`src/rtl/reaction_pkg.sv`:
```
// -----------------------------------------------------------------------------
// reaction_pkg
// Shared constants and types for the reaction timer: LFSR seed and tap
// positions, score ceiling, delay-FSM state encoding, and a width helper used
// to size counters from parameters.
// No ports (package).
// -----------------------------------------------------------------------------
package reaction_pkg;

   // Non-zero seed; the LFSR is maximal-length, so it never reaches zero.
   localparam logic [15:0] LFSR_SEED = 16'hACE1;

   // Taps in the usual 1..16 numbering. The register shifts toward bit 0,
   // so tap n sits at register bit 16-n.
   localparam int LFSR_TAP_A = 16;
   localparam int LFSR_TAP_B = 14;
   localparam int LFSR_TAP_C = 13;
   localparam int LFSR_TAP_D = 11;

   localparam int                 SCORE_W   = 13;
   localparam logic [SCORE_W-1:0] SCORE_MAX = 13'd8191;

   typedef enum logic [1:0] {
      D_IDLE  = 2'd0,
      D_COUNT = 2'd1,
      D_DONE  = 2'd2
   } delayState_t;

   // Number of bits needed to hold maxValue (at least 1).
   function automatic int bitsFor(input int maxValue);
      int width;
      width = 1;
      for (int w = 1; w < 31; w++) begin
         if ((1 << w) <= maxValue) width = w + 1;
      end
      return width;
   endfunction

endpackage

```
`src/rtl/lfsr16.sv`:
```
// -----------------------------------------------------------------------------
// lfsr16
// Free-running 16-bit Fibonacci LFSR (taps 16,14,13,11), advancing every
// clock. Supplies the random part of the red-phase delay.
// Ports:
//   Clock      in   rising-edge clock
//   CLRN       in   asynchronous active-low reset (loads LFSR_SEED)
//   lfsrValue  out  current register contents
// -----------------------------------------------------------------------------
module lfsr16
   import reaction_pkg::*;
(
   input  logic        Clock,
   input  logic        CLRN,
   output logic [15:0] lfsrValue
);

   logic feedback;

   assign feedback = lfsrValue[16-LFSR_TAP_A] ^ lfsrValue[16-LFSR_TAP_B] ^
                     lfsrValue[16-LFSR_TAP_C] ^ lfsrValue[16-LFSR_TAP_D];

   // NOTE: sequential state uses non-blocking (<=) so every flop samples pre-edge values.
   always_ff @(posedge Clock or negedge CLRN) begin
      if (!CLRN) begin
         lfsrValue <= LFSR_SEED;
      end else if (lfsrValue == '0) begin
         // All-zero is the one lockup state; recover rather than stick.
         lfsrValue <= LFSR_SEED;
      end else begin
         lfsrValue <= {feedback, lfsrValue[15:1]};
      end
   end

endmodule

```
`src/rtl/reaction_timer.sv`:
```
// -----------------------------------------------------------------------------
// reaction_timer
// Timing core of a reaction-time game. A random red-phase delay
// (MIN_DELAY_MS + LFSR low bits, in ms) is counted down while
// delayCounterEnable is high; then a millisecond score counter runs while
// scoreCounterEnable is high. Both counters share one ms prescaler.
// Parameters:
//   CLK_HZ        clock frequency; one ms tick every CLK_HZ/1000 clocks
//   MIN_DELAY_MS  fixed part of the red-phase delay
//   RAND_BITS     width of the random delay addend
// Ports:
//   Clock               in   rising-edge clock
//   CLRN                in   asynchronous active-low reset
//   delayCounterEnable  in   high during the red/waiting phase
//   scoreCounterEnable  in   high during the green/measuring phase
//   delayCounterDone    out  delay expired; held until the next delay load
//   scoreCounter        out  elapsed reaction time in ms (13 bits)
//   scoreSaturated      out  scoreCounter has reached 8191
// -----------------------------------------------------------------------------
module reaction_timer
   import reaction_pkg::*;
#(
   parameter int CLK_HZ       = 50000000,
   parameter int MIN_DELAY_MS = 1000,
   parameter int RAND_BITS    = 11
) (
   input  logic        Clock,
   input  logic        CLRN,
   input  logic        delayCounterEnable,
   input  logic        scoreCounterEnable,
   output logic        delayCounterDone,
   output logic [12:0] scoreCounter,
   output logic        scoreSaturated
);

   localparam int TICK_CLOCKS = CLK_HZ / 1000;
   localparam int PRESC_W     = bitsFor(TICK_CLOCKS - 1);
   localparam int DELAY_W     = bitsFor(MIN_DELAY_MS + (1 << RAND_BITS) - 1);

   localparam logic [PRESC_W-1:0] PRESC_LAST = PRESC_W'(TICK_CLOCKS - 1);

   logic [15:0]        lfsrValue;
   logic               unusedLfsrBits;
   logic               delayEnPrev;
   logic               scoreEnPrev;
   logic               delayRise;
   logic               scoreRise;
   logic [PRESC_W-1:0] prescaler;
   logic               msTick;
   logic [DELAY_W-1:0] delayCount;
   logic [DELAY_W-1:0] delayLoad;
   delayState_t        delayState;
   logic [12:0]        scoreNext;

   lfsr16 lfsrInst (
      .Clock     (Clock),
      .CLRN      (CLRN),
      .lfsrValue (lfsrValue)
   );

   // Only the low RAND_BITS bits feed the delay; the upper bits are spare.
   assign unusedLfsrBits = ^lfsrValue;

   assign delayLoad = DELAY_W'(MIN_DELAY_MS) + DELAY_W'(lfsrValue[RAND_BITS-1:0]);

   // ---------------------------------------------------------------------------
   // Input edge detection
   // ---------------------------------------------------------------------------
   always_ff @(posedge Clock or negedge CLRN) begin
      if (!CLRN) begin
         delayEnPrev <= 1'b0;
         scoreEnPrev <= 1'b0;
      end else begin
         delayEnPrev <= delayCounterEnable;
         scoreEnPrev <= scoreCounterEnable;
      end
   end

   assign delayRise = delayCounterEnable & ~delayEnPrev;
   assign scoreRise = scoreCounterEnable & ~scoreEnPrev;

   // ---------------------------------------------------------------------------
   // Shared ms prescaler. Either phase starting re-phases it so that phase's
   // first tick lands a full ms after its start.
   // ---------------------------------------------------------------------------
   assign msTick = (prescaler == PRESC_LAST);

   always_ff @(posedge Clock or negedge CLRN) begin
      if (!CLRN) begin
         prescaler <= '0;
      end else if (delayRise || scoreRise || msTick) begin
         prescaler <= '0;
      end else begin
         prescaler <= prescaler + PRESC_W'(1);
      end
   end

   // ---------------------------------------------------------------------------
   // Delay FSM with registered done flag
   // ---------------------------------------------------------------------------
   always_ff @(posedge Clock or negedge CLRN) begin
      if (!CLRN) begin
         delayState       <= D_IDLE;
         delayCount       <= '0;
         delayCounterDone <= 1'b0;
      end else begin
         case (delayState)
            D_IDLE: begin
               if (delayRise) begin
                  delayCount <= delayLoad;
                  delayState <= D_COUNT;
               end
            end
            D_COUNT: begin
               // Abort wins over a tick landing on the same clock.
               if (!delayCounterEnable) begin
                  delayCount <= '0;
                  delayState <= D_IDLE;
               end else if (msTick) begin
                  // <= 1 also covers a zero load (MIN_DELAY_MS of 0).
                  if (delayCount <= DELAY_W'(1)) begin
                     delayCount       <= '0;
                     delayState       <= D_DONE;
                     delayCounterDone <= 1'b1;
                  end else begin
                     delayCount <= delayCount - DELAY_W'(1);
                  end
               end
            end
            D_DONE: begin
               if (delayRise) begin
                  delayCount       <= delayLoad;
                  delayState       <= D_COUNT;
                  delayCounterDone <= 1'b0;
               end
            end
            default: begin
               delayCount       <= '0;
               delayState       <= D_IDLE;
               delayCounterDone <= 1'b0;
            end
         endcase
      end
   end

   // ---------------------------------------------------------------------------
   // Score counter: clear while red, count ms while green, saturate at max.
   // The increment is suppressed on the start clock so the first count lands
   // exactly one ms after scoreCounterEnable rises.
   // ---------------------------------------------------------------------------
   // NOTE: scoreNext is given a default first, so no path leaves it unassigned (no latch).
   always_comb begin
      scoreNext = scoreCounter;
      if (delayCounterEnable) begin
         scoreNext = '0;
      end else if (scoreCounterEnable && msTick && !scoreRise &&
                   (scoreCounter != SCORE_MAX)) begin
         scoreNext = scoreCounter + 13'd1;
      end
   end

   always_ff @(posedge Clock or negedge CLRN) begin
      if (!CLRN) begin
         scoreCounter   <= '0;
         scoreSaturated <= 1'b0;
      end else begin
         scoreCounter   <= scoreNext;
         scoreSaturated <= (scoreNext == SCORE_MAX);
      end
   end

endmodule

```
`config.mk`:
```
export PLATFORM = sky130hd
export DESIGN_NAME = reaction_timer
export DESIGN_NICKNAME = d
export VERILOG_FILES = /design/src/rtl/reaction_pkg.sv /design/src/rtl/lfsr16.sv /design/src/rtl/reaction_timer.sv
export SDC_FILE = /design/constraint.sdc
export NUM_CORES = 1
export LEC_CHECK = 0
export CORE_UTILIZATION = 30
export CTS_BUF_LIST = sky130_fd_sc_hd__clkbuf_4 sky130_fd_sc_hd__clkbuf_8
export CTS_CLUSTER_DIAMETER = 150
export CTS_CLUSTER_SIZE = 25
export DETAILED_ROUTE_END_ITERATION = 7
export PLACE_DENSITY = 0.54
export SYNTH_ARGS = -nofsm -noshare
export SYNTH_HDL_FRONTEND = slang
export SYNTH_SLANG_ARGS = --single-unit
```
`constraint.sdc`:
```
create_clock -name Clock -period 5.5 [get_ports Clock]
set_input_delay 1.1 -clock Clock [delete_from_list [all_inputs] [get_ports Clock]]
set_output_delay 1.1 -clock Clock [all_outputs]
set_load 0.1 [all_outputs]
```
== Yosys cells after proc, flatten, opt, wreduce, memory -nomap -nowiden ==
Cells that the tools add are included.

* Add/subtract/negate cells: 4
* Order comparisons: 1
* Eq/ne operators: 12
* Multiplexer cells: 19
* Bitwise operators: 8
* Reduce and logical (&&, ||, !) cells: 12

{| class="wikitable"
|+ Operators by type and width
! cell !! count
|-
| 12-bit two-way mux || 4
|-
| 16-bit two-way mux || 2
|-
| 13-bit two-way mux || 2
|-
| 12-bit one-hot mux with 2 select lines || 1
|-
| 16-bit by 1-bit adder with 16-bit output, second input constant || 1
|-
| 16-bit equality test, second input constant || 1
|-
| 16-bit zero test || 1
|-
| 13-bit by 1-bit adder with 13-bit output, second input constant || 1
|-
| 13-bit equality test, second input constant || 1
|-
| 13-bit != test, second input constant || 1
|-
| 10-bit by 11-bit adder with 12-bit output, first input constant || 1
|-
| 12-bit by 1-bit <= comparator with 1-bit output, second input constant || 1
|-
| 12-bit by 1-bit subtractor with 12-bit output, second input constant || 1
|-
| 2-bit two-way mux || 4
|-
| 2-bit != test, second input constant || 4
|-
| 3-bit != test, second input constant || 2
|-
| 5-bit AND reduction || 1
|-
| 1-bit two-way mux || 4
|-
| 2-bit one-hot mux with 2 select lines || 1
|-
| 1-bit logical AND || 3
|-
| 1-bit inverter || 3
|-
| 1-bit one-hot mux with 3 select lines || 1
|-
| 3-bit AND reduction || 1
|-
| 1-bit bitwise XOR || 3
|-
| 9 further kinds || 11
|}

* Bits in registers: 63
* Output and inout bits: 15
* Word-level logic and storage cells: 65

== Longest topological paths before layout ==
Gate-level depths: netlist of the first run.

* Word-level depth: 8
* Depth in mapped cells: 9
* Mapped depth without buffers: 8

== Cells and area by module ==
From an unflattened synthesis of the first run, not the netlist that was laid out.

* Cells, all modules: 330
* Area total of the unflattened synthesis: 3315.7 um2

{| class="wikitable"
|+ Modules (own cells, without submodules)
! module !! instances !! cells each !! area an instance (um2) !! sequential area each (um2)
|-
| reaction_timer || 1 || 290 || 2732.6 || 1176.1
|-
| lfsr16 || 1 || 40 || 583.1 || 410.4
|}

== Least setup slack after synthesis of the first run ==
OpenSTA, ideal clock, no wires.

* Path type: register to register
* Start point: reg scoreCounter[0]
* End point: reg scoreSaturated
* Arrival: 2.835 ns
* Required time: 5.433 ns
* Slack: 2.598 ns
* Cell stages (with the launch flop): 9
* Cell sequence: dfrtp_1 -> ha_1 -> and3_1 -> and4_4 -> or3_1 -> buf_2 -> or4_4 -> a21oi_2 -> o2111a_1

* Cells in the longest elaborated chain, start to end: 5
* Elaborated cells on any way between the ends: 6
* Classes of those cells: add/sub: 1; eq/ne: 2; mux: 2; reduce/logical: 1

{| class="wikitable"
|+ Ends and longest elaborated chain
! what !! RTL line !! RTL
|-
| from (decl) || reaction_timer.sv:32 || <nowiki>output logic [12:0] scoreCounter,</nowiki>
|-
| from (signal assigned) || reaction_timer.sv:167 || <nowiki>scoreCounter <= scoreNext;</nowiki>
|-
| branches (longest 2 deep; another with 13-bit by 1-bit adder with 13-bit output) || -- ||
|-
| 13-bit two-way mux * || reaction_timer.sv:156 || <nowiki>end else if (scoreCounterEnable && msTick && !scoreRise &&</nowiki>
|-
| 13-bit two-way mux * || reaction_timer.sv:154 || <nowiki>if (delayCounterEnable) begin</nowiki>
|-
| via scoreNext[11] || reaction_timer.sv:53 || <nowiki>logic [12:0] scoreNext;</nowiki>
|-
| 13-bit equality test * || reaction_timer.sv:168 || <nowiki>scoreSaturated <= (scoreNext == SCORE_MAX);</nowiki>
|-
| to (signal assigned) || reaction_timer.sv:168 ||
|-
| to (decl) || reaction_timer.sv:33 || <nowiki>output logic scoreSaturated</nowiki>
|}

Mark *: on every way through the listed nets, which the timed path passes.
A chain may end at the register's enable or synchronous reset.

== Final worst setup path of the first run ==
* Start point: in delayCounterEnable
* End point: reg delayCount[8]

* Cells in the longest elaborated chain, start to end: 3
* Elaborated cells on any way between the ends: 6
* Classes of those cells: eq/ne: 2; mux: 2; bitwise: 1; reduce/logical: 1

{| class="wikitable"
|+ Ends and longest elaborated chain
! what !! RTL line !! RTL
|-
| from (decl) || reaction_timer.sv:29 || <nowiki>input logic delayCounterEnable,</nowiki>
|-
| 1-bit bitwise AND || reaction_timer.sv:79 || <nowiki>assign delayRise = delayCounterEnable & ~delayEnPrev;</nowiki>
|-
| 2-bit by 1-bit != test with 1-bit output (no line) || -- ||
|-
| 2-bit AND reduction (no line) || -- ||
|-
| to (signal assigned) || reaction_timer.sv:110 || <nowiki>delayCount <= delayLoad;</nowiki>
|-
| to (signal assigned) || reaction_timer.sv:126 || <nowiki>delayCount <= delayCount - DELAY_W'(1);</nowiki>
|-
| to (signal assigned) || reaction_timer.sv:132 || <nowiki>delayCount <= delayLoad;</nowiki>
|-
| to (decl) || reaction_timer.sv:50 || <nowiki>logic [DELAY_W-1:0] delayCount;</nowiki>
|}

Parallel ways exist; a longest one is shown, timed or not.

==> results of run 1 <==
kinds of logic (layout without fill, tap and decap cells):
logic type | after synthesis | after routing | synth area share
fa+ha+maj | 5 | 5 | 0.0195
simple gates | 144 | 144 | 0.240
flops | 63 | 63 | 0.495
buf+inv | 30 | 46 | 0.0398
xor+xnor | 30 | 30 | 0.0820
compound gates | 63 | 63 | 0.120
mux | 1 | 1 | 0.00312
metal layers:
metal / routed length, microns / track usage / vias to the layer above / part of all wire
li1: - / - / 1201 / -
met1: 3280 / 0.177 / 1172 / 0.49
met3: 234 / 0.0359 / 7 / 0.035
met4: 87 / 0.0563 / 0 / 0.013
met2: 3140 / 0.202 / 41 / 0.47
met5: 0 / 0 / - / 0
power groups by stage:
stage	registers [mW]	clock network [mW]	logic, mW
global route	0.577	0.461	0.303
CTS	0.567	0.441	0.266
global placement	0.575	0	0.262
floorplan	0.553	0	0.216
finish	0.568	0.429	0.267
detailed placement	0.575	0	0.264
state kept, by name (all words and copies together), names as in the netlist, 2 cells and up:
register	flops
prescaler	16
lfsrInst.lfsrValue	16
delayState	2
delayCount	12
scoreCounter	13
synth_stat cells (2+ instances only):
master	count
dfstp_2	8
or3_1	3
or4_1	4
and4bb_1	2
inv_1	10
xnor2_1	17
clkbuf_1	14
and3_1	10
o21ai_0	11
and4_1	3
a31oi_1	3
dfrtp_1	55
xor2_1	13
nor3_1	7
nand4_1	5
o21ai_1	15
nand3_1	14
a22oi_1	4
nor2_1	46
nand2b_1	9
a21oi_1	20
nor4_1	10
nand2_1	19
ha_1	5
nor4b_1	3
buf_2	3
final cells by class:
class,count,area [sq um]
well taps,136,170
clock inverters,3,40.0
flip-flops and latches,63,1590
repair buffers,19,183
clock buffers,13,173
fillers,1055,6640
inverters,11,41.3
multi-input cells,243,1490
worst max-delay path by stage:
stage	startpoint	end	slack (ns)	cells past startpoint
floorplan	scoreCounter[0]$_DFF_PN0_	scoreSaturated$_DFF_PN0_	2.60	8
CTS	delayCounterEnable	delayCount[0]$_DFFE_PN0P_	2.29	4
detailed placement	delayCounterEnable	delayCount[8]$_DFFE_PN0P_	1.94	5
global placement	delayCounterEnable	delayCount[8]$_DFFE_PN0P_	1.98	5
finish	delayCounterEnable	delayCount[8]$_DFFE_PN0P_	2.26	5
global route	delayCounterEnable	delayCount[8]$_DFFE_PN0P_	2.06	5
worst register-to-register path: stages (launching register included):
cell	delay, ns
dfrtp_1	0.36
ha_1	0.18
and3_1	0.22
nand4_1	0.45
or3_1	0.67
or4_4	0.46
a21oi_2	0.17
o2111a_1	0.22
through the flow:
step	instances	instance area, sq um
2_1_floorplan	336	3210
3_3_place_gp	472	3470
3_5_place_dp	472	3470
4_1_cts	488	3680
5_1_grt	488	3680
6_report	488	3680
==> run_results.csv, run 1 <==
group,metric,value,unit
status,run_status,"finished, final reports clean",
synthesis,ys_warn_count,0,
clocking,worst_setup_hold_path_clk_slew,0.07,ns
placement,place.gp.congestion,0.803,
timing,rsz_0062_raised_after_global_routing,"false",
timing,finalMaxSlewViolations,0,
power,pwr-share-comb,0.211,
power,power.share.switching,0.328,
detailed_routing,number_of_detailed_route_iterations_in_the_first_pass,4,
clocking,cts_max_path_buffers,2,
min_path,hold_path.class,"flip-flop to flip-flop",
floorplanning,initial_core_util,0.311,
floorplanning,core_area,10300,sq um
synthesis,synth-main-ff-cell,"dfrtp_1",
timing,final.hold.worst_slack,0.404,ns
clocking,post_cts.resized_instances,0,
setup_path,worst-path-buf-inv,1,
clocking,cts-buffers-inserted,9,
detailed_routing,detail-route-antenna-nets,0,
synthesis,synth-seq-cells,63,
setup_path,setup.worst_path.start_class,"input pin",
detailed_routing,route.detailed.wl_per_inst,13.8,microns
min_path,timing.hold.worst.start,"lfsrInst.lfsrValue[13]$_DFF_PN1_",
timing,report.final.setup_viol,0,
setup_path,timing.reg2reg.setup_slack,2.71,ns
power,power_density,343,nW/um^2
detailed_routing,route.detailed.drc,0,
synthesis,mappedNetlistArea,3210,sq um
detailed_routing,drt_iter0_drc,125,
finish,antennaDiodeCount,0,
floorplanning,chipHeight,105,microns
floorplanning,dieArea,11100,sq um
detailed_routing,dr_total_vias,2421,
power,maximum_vdd_drop,116,uV
clocking,clock_tree_sinks,63,
grt,wire_length_of_the_first_global_routing_pass,11.5,mm
grt,grt_max_degree,64,
clocking,worst_skew_pair.late_latency,0.34,ns
timing,timing_hold_violations_final,0,
finish,layout_common_cells,"dfrtp_1, nor2_1, a21oi_1",
timing,final_period_minus_worst_setup_slack,3.24,ns
setup_path,timing_worst_setup_path_type,"input pin to flip-flop",
synthesis,synth.top_cell.area_share,0.429,
timing,timing_worst_slew_pin_value,1.13,ns
detailed_routing,drt-total-wl,6.74,mm
setup_path,timing.critical_path.cells,"clkdlybuf4s50_1, nand3_1, a21oi_1, o21ai_0, o21ai_1",
synthesis,synth_edf_count,0,
clocking,h-tree-depth,3,
timing,fin_crit_sh,0.589,
synthesis,yosysSeqAreaShare,0.495,
grt,first_global_vias,2360,
min_path,worst_hold_path.endpoint,"lfsrInst.lfsrValue[12]$_DFF_PN0_",
placement,detailed_place_hpwl,4.57,mm
clocking,cts_tree,"built",
timing,max_slew_margin,0.249,
power,pwr-share-clk,0.339,
floorplanning,core.rowCount,37,
finish,area_delta_synth_final,14.9,%
flow_run,maxCapViolCount,0,
grt,global_route.usage.total,0.133,
clocking,clock-root-buffer,"clkbuf_8",
synthesis,postSynthNetCount,345,
timing,tns,0,ns
placement,port_buffers,18,
power,internal-power,850,uW
grt,antenna_found_initial,0,
finish,drive_gt1_frac,0.0938,
timing,clock-skew-final,0.0115,ns
power,netSwitchingPower,414,uW
setup_path,timing.critical_path.required,5.77,ns
setup_path,cp_max_fo,20,
floorplanning,die_w,105,microns
power,power.static_leakage,1.50,nW
placement,worst_setup_timing_slack_at_the_placement_stage,1.94,ns
floorplanning,top_level_ports,19,
min_path,hold_path_depth,0,
setup_path,crit_path_end_kind,"flip-flop",
clocking,cts.hold.buffers_added,0,
setup_path,r2r_start,"prescaler[0]$_DFF_PN0_",
power,seq_power_share,0.449,
synthesis,postSynthAreaPerCell,9.54,sq um
setup_path,timing.critical_path.slowest_stage_cell,"clkdlybuf4s50_1",
timing,fmax,309,MHz
setup_path,ff2ff_path_depth,7,
power,post-layout-total-power,1.26,mW
synthesis,post-synth-top-area-cell,"dfrtp_1",
synthesis,synth_cells,336,
finish,final_core_utilization,0.357,
synthesis,ys_types,49,
synthesis,yosys-top-cells-area,"dfrtp_1, dfstp_2, nor2_1",
synthesis,postSynth.asyncResetShare,1.00,
finish,fin_nets,356,
setup_path,reg2reg_to,"scoreSaturated$_DFF_PN0_",
finish,layout.cells.most_common,"dfrtp_1",
timing,postLayoutSetupSlackWorst,2.26,ns
clocking,postCtsSetupRepairBufs,0,
detailed_routing,vias_per_cell,4.96,
setup_path,cp_slowest_stage_delay,0.95,ns
grt,grt_remaining_overflow,0,
setup_path,critical_path_arrival,3.51,ns
setup_path,family_of_cells_with_the_greatest_summed_delay_on_the_critical_path,"compound AO/OA/AOI/OAI gates",
No activity file was read; power rests on OpenSTA's default activity.
==> inputs of run 2 (changes only) <==
==> constraint.sdc (replaced) <==
create_clock -name Clock -period 3.3 [get_ports Clock]
set_input_delay 0.66 -clock Clock [delete_from_list [all_inputs] [get_ports Clock]]
set_output_delay 0.66 -clock Clock [all_outputs]
set_load 0.1 [all_outputs]
==> run 2 against run 1 <==
Against the previous run: global-route usage is 0.65 points higher; highest routed layer unchanged; largest power group unchanged; clock-buffer cell count down 3; critical path depth up 3; clock power increased by 44%; via count grew 2.7%.
==> run_results.csv, run 2 (synthesized netlist as in run 1, its figures left out) <==
group,metric,value,unit
clocking,postCtsSetupRepairBufs,0,
floorplanning,core.rowCount,37,
setup_path,reg2reg_to,"delayCount[8]$_DFFE_PN0P_",
setup_path,cp_max_fo,14,
setup_path,timing.critical_path.required,3.58,ns
power,pwr-share-clk,0.307,
timing,fmax,384,MHz
floorplanning,die_w,105,microns
setup_path,setup.worst_path.start_class,"flip-flop",
status,run_status,"finished, final reports clean",
timing,max_slew_margin,0.334,
power,internal-power,1.30,mW
timing,report.final.setup_viol,0,
grt,antenna_found_initial,0,
clocking,post_cts.resized_instances,0,
power,seq_power_share,0.469,
flow_run,maxCapViolCount,0,
floorplanning,core_area,10300,sq um
setup_path,crit_path_end_kind,"flip-flop",
floorplanning,dieArea,11100,sq um
power,maximum_vdd_drop,265,uV
detailed_routing,route.detailed.wl_per_inst,13.9,microns
detailed_routing,drt_iter0_drc,118,
grt,first_global_vias,2555,
finish,fin_nets,360,
clocking,cts_max_path_buffers,2,
finish,layout.cells.most_common,"dfrtp_1",
detailed_routing,number_of_detailed_route_iterations_in_the_first_pass,4,
timing,tns,0,ns
grt,wire_length_of_the_first_global_routing_pass,12.1,mm
clocking,cts_tree,"built",
grt,global_route.usage.total,0.139,
finish,reg_top3,"lfsrInst.lfsrValue: 16 flops, prescaler: 16 flops, scoreCounter: 13 flops",
setup_path,crit_end,"delayCount[8]$_DFFE_PN0P_",
power,power.static_leakage,1.51,nW
floorplanning,chipHeight,105,microns
timing,timing_worst_slew_pin_value,0.999,ns
finish,layout.filler_cells,1088,
power,power.share.switching,0.355,
timing,finalMaxSlewViolations,0,
placement,dpl.cell_count,476,
power,post-layout-total-power,2.01,mW
detailed_routing,detail-route-antenna-nets,0,
timing,final_period_minus_worst_setup_slack,2.61,ns
timing,clock-skew-final,0.0110,ns
placement,place.gp.congestion,0.823,
power,netSwitchingPower,714,uW
power,pwr-share-comb,0.223,
finish,layout_common_cells,"dfrtp_1, nor2_1, a21oi_1, buf_4, nand2_1",
grt,grt_remaining_overflow,0,
timing,rsz_0062_raised_after_global_routing,"false",
clocking,cts-buffers-inserted,9,
clocking,h-tree-depth,3,
setup_path,timing.reg2reg.setup_slack,0.69,ns
setup_path,timing_worst_setup_path_type,"flip-flop to flip-flop",
finish,drive_gt1_frac,0.146,
clocking,worst_setup_hold_path_clk_slew,0.07,ns
power,power_density,552,nW/um^2
finish,antennaDiodeCount,0,
detailed_routing,route.detailed.drc,0,
finish,finalNonFillerCells,492,
floorplanning,initial_core_util,0.311,
finish,final_core_utilization,0.353,
setup_path,r2r_start,"prescaler[0]$_DFF_PN0_",
placement,port_buffers,18,
finish,area_delta_synth_final,13.8,%
clocking,cts.hold.buffers_added,0,
grt,grt_max_degree,41,
setup_path,critical_path_arrival,2.88,ns
setup_path,ff2ff_path_depth,8,
placement,detailed_place_hpwl,4.92,mm
clocking,clock-root-buffer,"clkbuf_8",
timing,timing_hold_violations_final,0,
clocking,clock_tree_sinks,63,
min_path,hold_path.class,"input pin to async pin",
timing,fin_crit_sh,0.790,
detailed_routing,drt-total-wl,6.85,mm
detailed_routing,vias_per_cell,5.05,
detailed_routing,dr_total_vias,2487,
clocking,worst_skew_pair.late_latency,0.36,ns
floorplanning,top_level_ports,19,
setup_path,crit_start,"prescaler[0]$_DFF_PN0_",
## run 2: routing by layer
layer  vias to the layer above  share of wire  global-route usage
met5                         -              0                   0
met4                         0          0.023              0.0704
met3                        14          0.048              0.0433
met2                        55           0.46               0.209
met1                      1215           0.47               0.180
li1                       1203              -                   -
## run 2: worst max-delay path, cell delays in order, from the launching register on
cell and delay (ns):
dfrtp_1 0.39, ha_1 0.22, and3_1 0.22, nand4_1 0.27
buf_4 0.20, nand3_1 0.09, a21oi_1 0.81, o21ai_0 0.21
o21ai_1 0.11
## run 2: final cells by class
cell class | count | area [sq um] | share of cell area
Tap cell | 136 | 170 | 0.0466
Inverter | 11 | 41.3 | 0.0113
Multi-Input combinational cell | 243 | 1490 | 0.409
Clock inverter | 6 | 46.3 | 0.0127
Sequential cell | 63 | 1590 | 0.435
Timing Repair Buffer | 23 | 175 | 0.0480
Clock buffer | 10 | 138 | 0.0377
## run 2: per-stage QoR
| step | worst slack [ns] | hold slack (ns) | area, sq um |
|---|---|---|---|
| after floorplan | 0.398 | 0.364 | 3210 |
| after global placement | 0.657 | 0.390 | 3460 |
| after detailed placement | 0.644 | 0.396 | 3460 |
| after CTS | 0.650 | 0.291 | 3650 |
| after global routing | 0.436 | 0.324 | 3650 |
| final | 0.694 | 0.289 | 3650 |
## run 2: worst min path at each step
stage                                                 from                                to  cells after the start
final                                                 CLRN        delayCount[11]$_DFFE_PN0P_                      2
after global routing                                  CLRN        delayCount[11]$_DFFE_PN0P_                      2
after CTS                                             CLRN         delayCount[7]$_DFFE_PN0P_                      2
after detailed placement  lfsrInst.lfsrValue[15]$_DFF_PN1_  lfsrInst.lfsrValue[14]$_DFF_PN0_                      0
after global placement    lfsrInst.lfsrValue[13]$_DFF_PN1_  lfsrInst.lfsrValue[12]$_DFF_PN0_                      0
after floorplan                                       CLRN         delayCount[0]$_DFFE_PN0P_                      0
## run 2: power groups by stage
stage | registers [mW] | logic [mW] | clock network, mW
2_1_floorplan | 0.921 | 0.360 | 0
3_3_place_gp | 0.957 | 0.447 | 0
3_5_place_dp | 0.959 | 0.451 | 0
4_1_cts | 0.944 | 0.454 | 0.647
5_1_grt | 0.961 | 0.514 | 0.672
6_report | 0.944 | 0.450 | 0.619
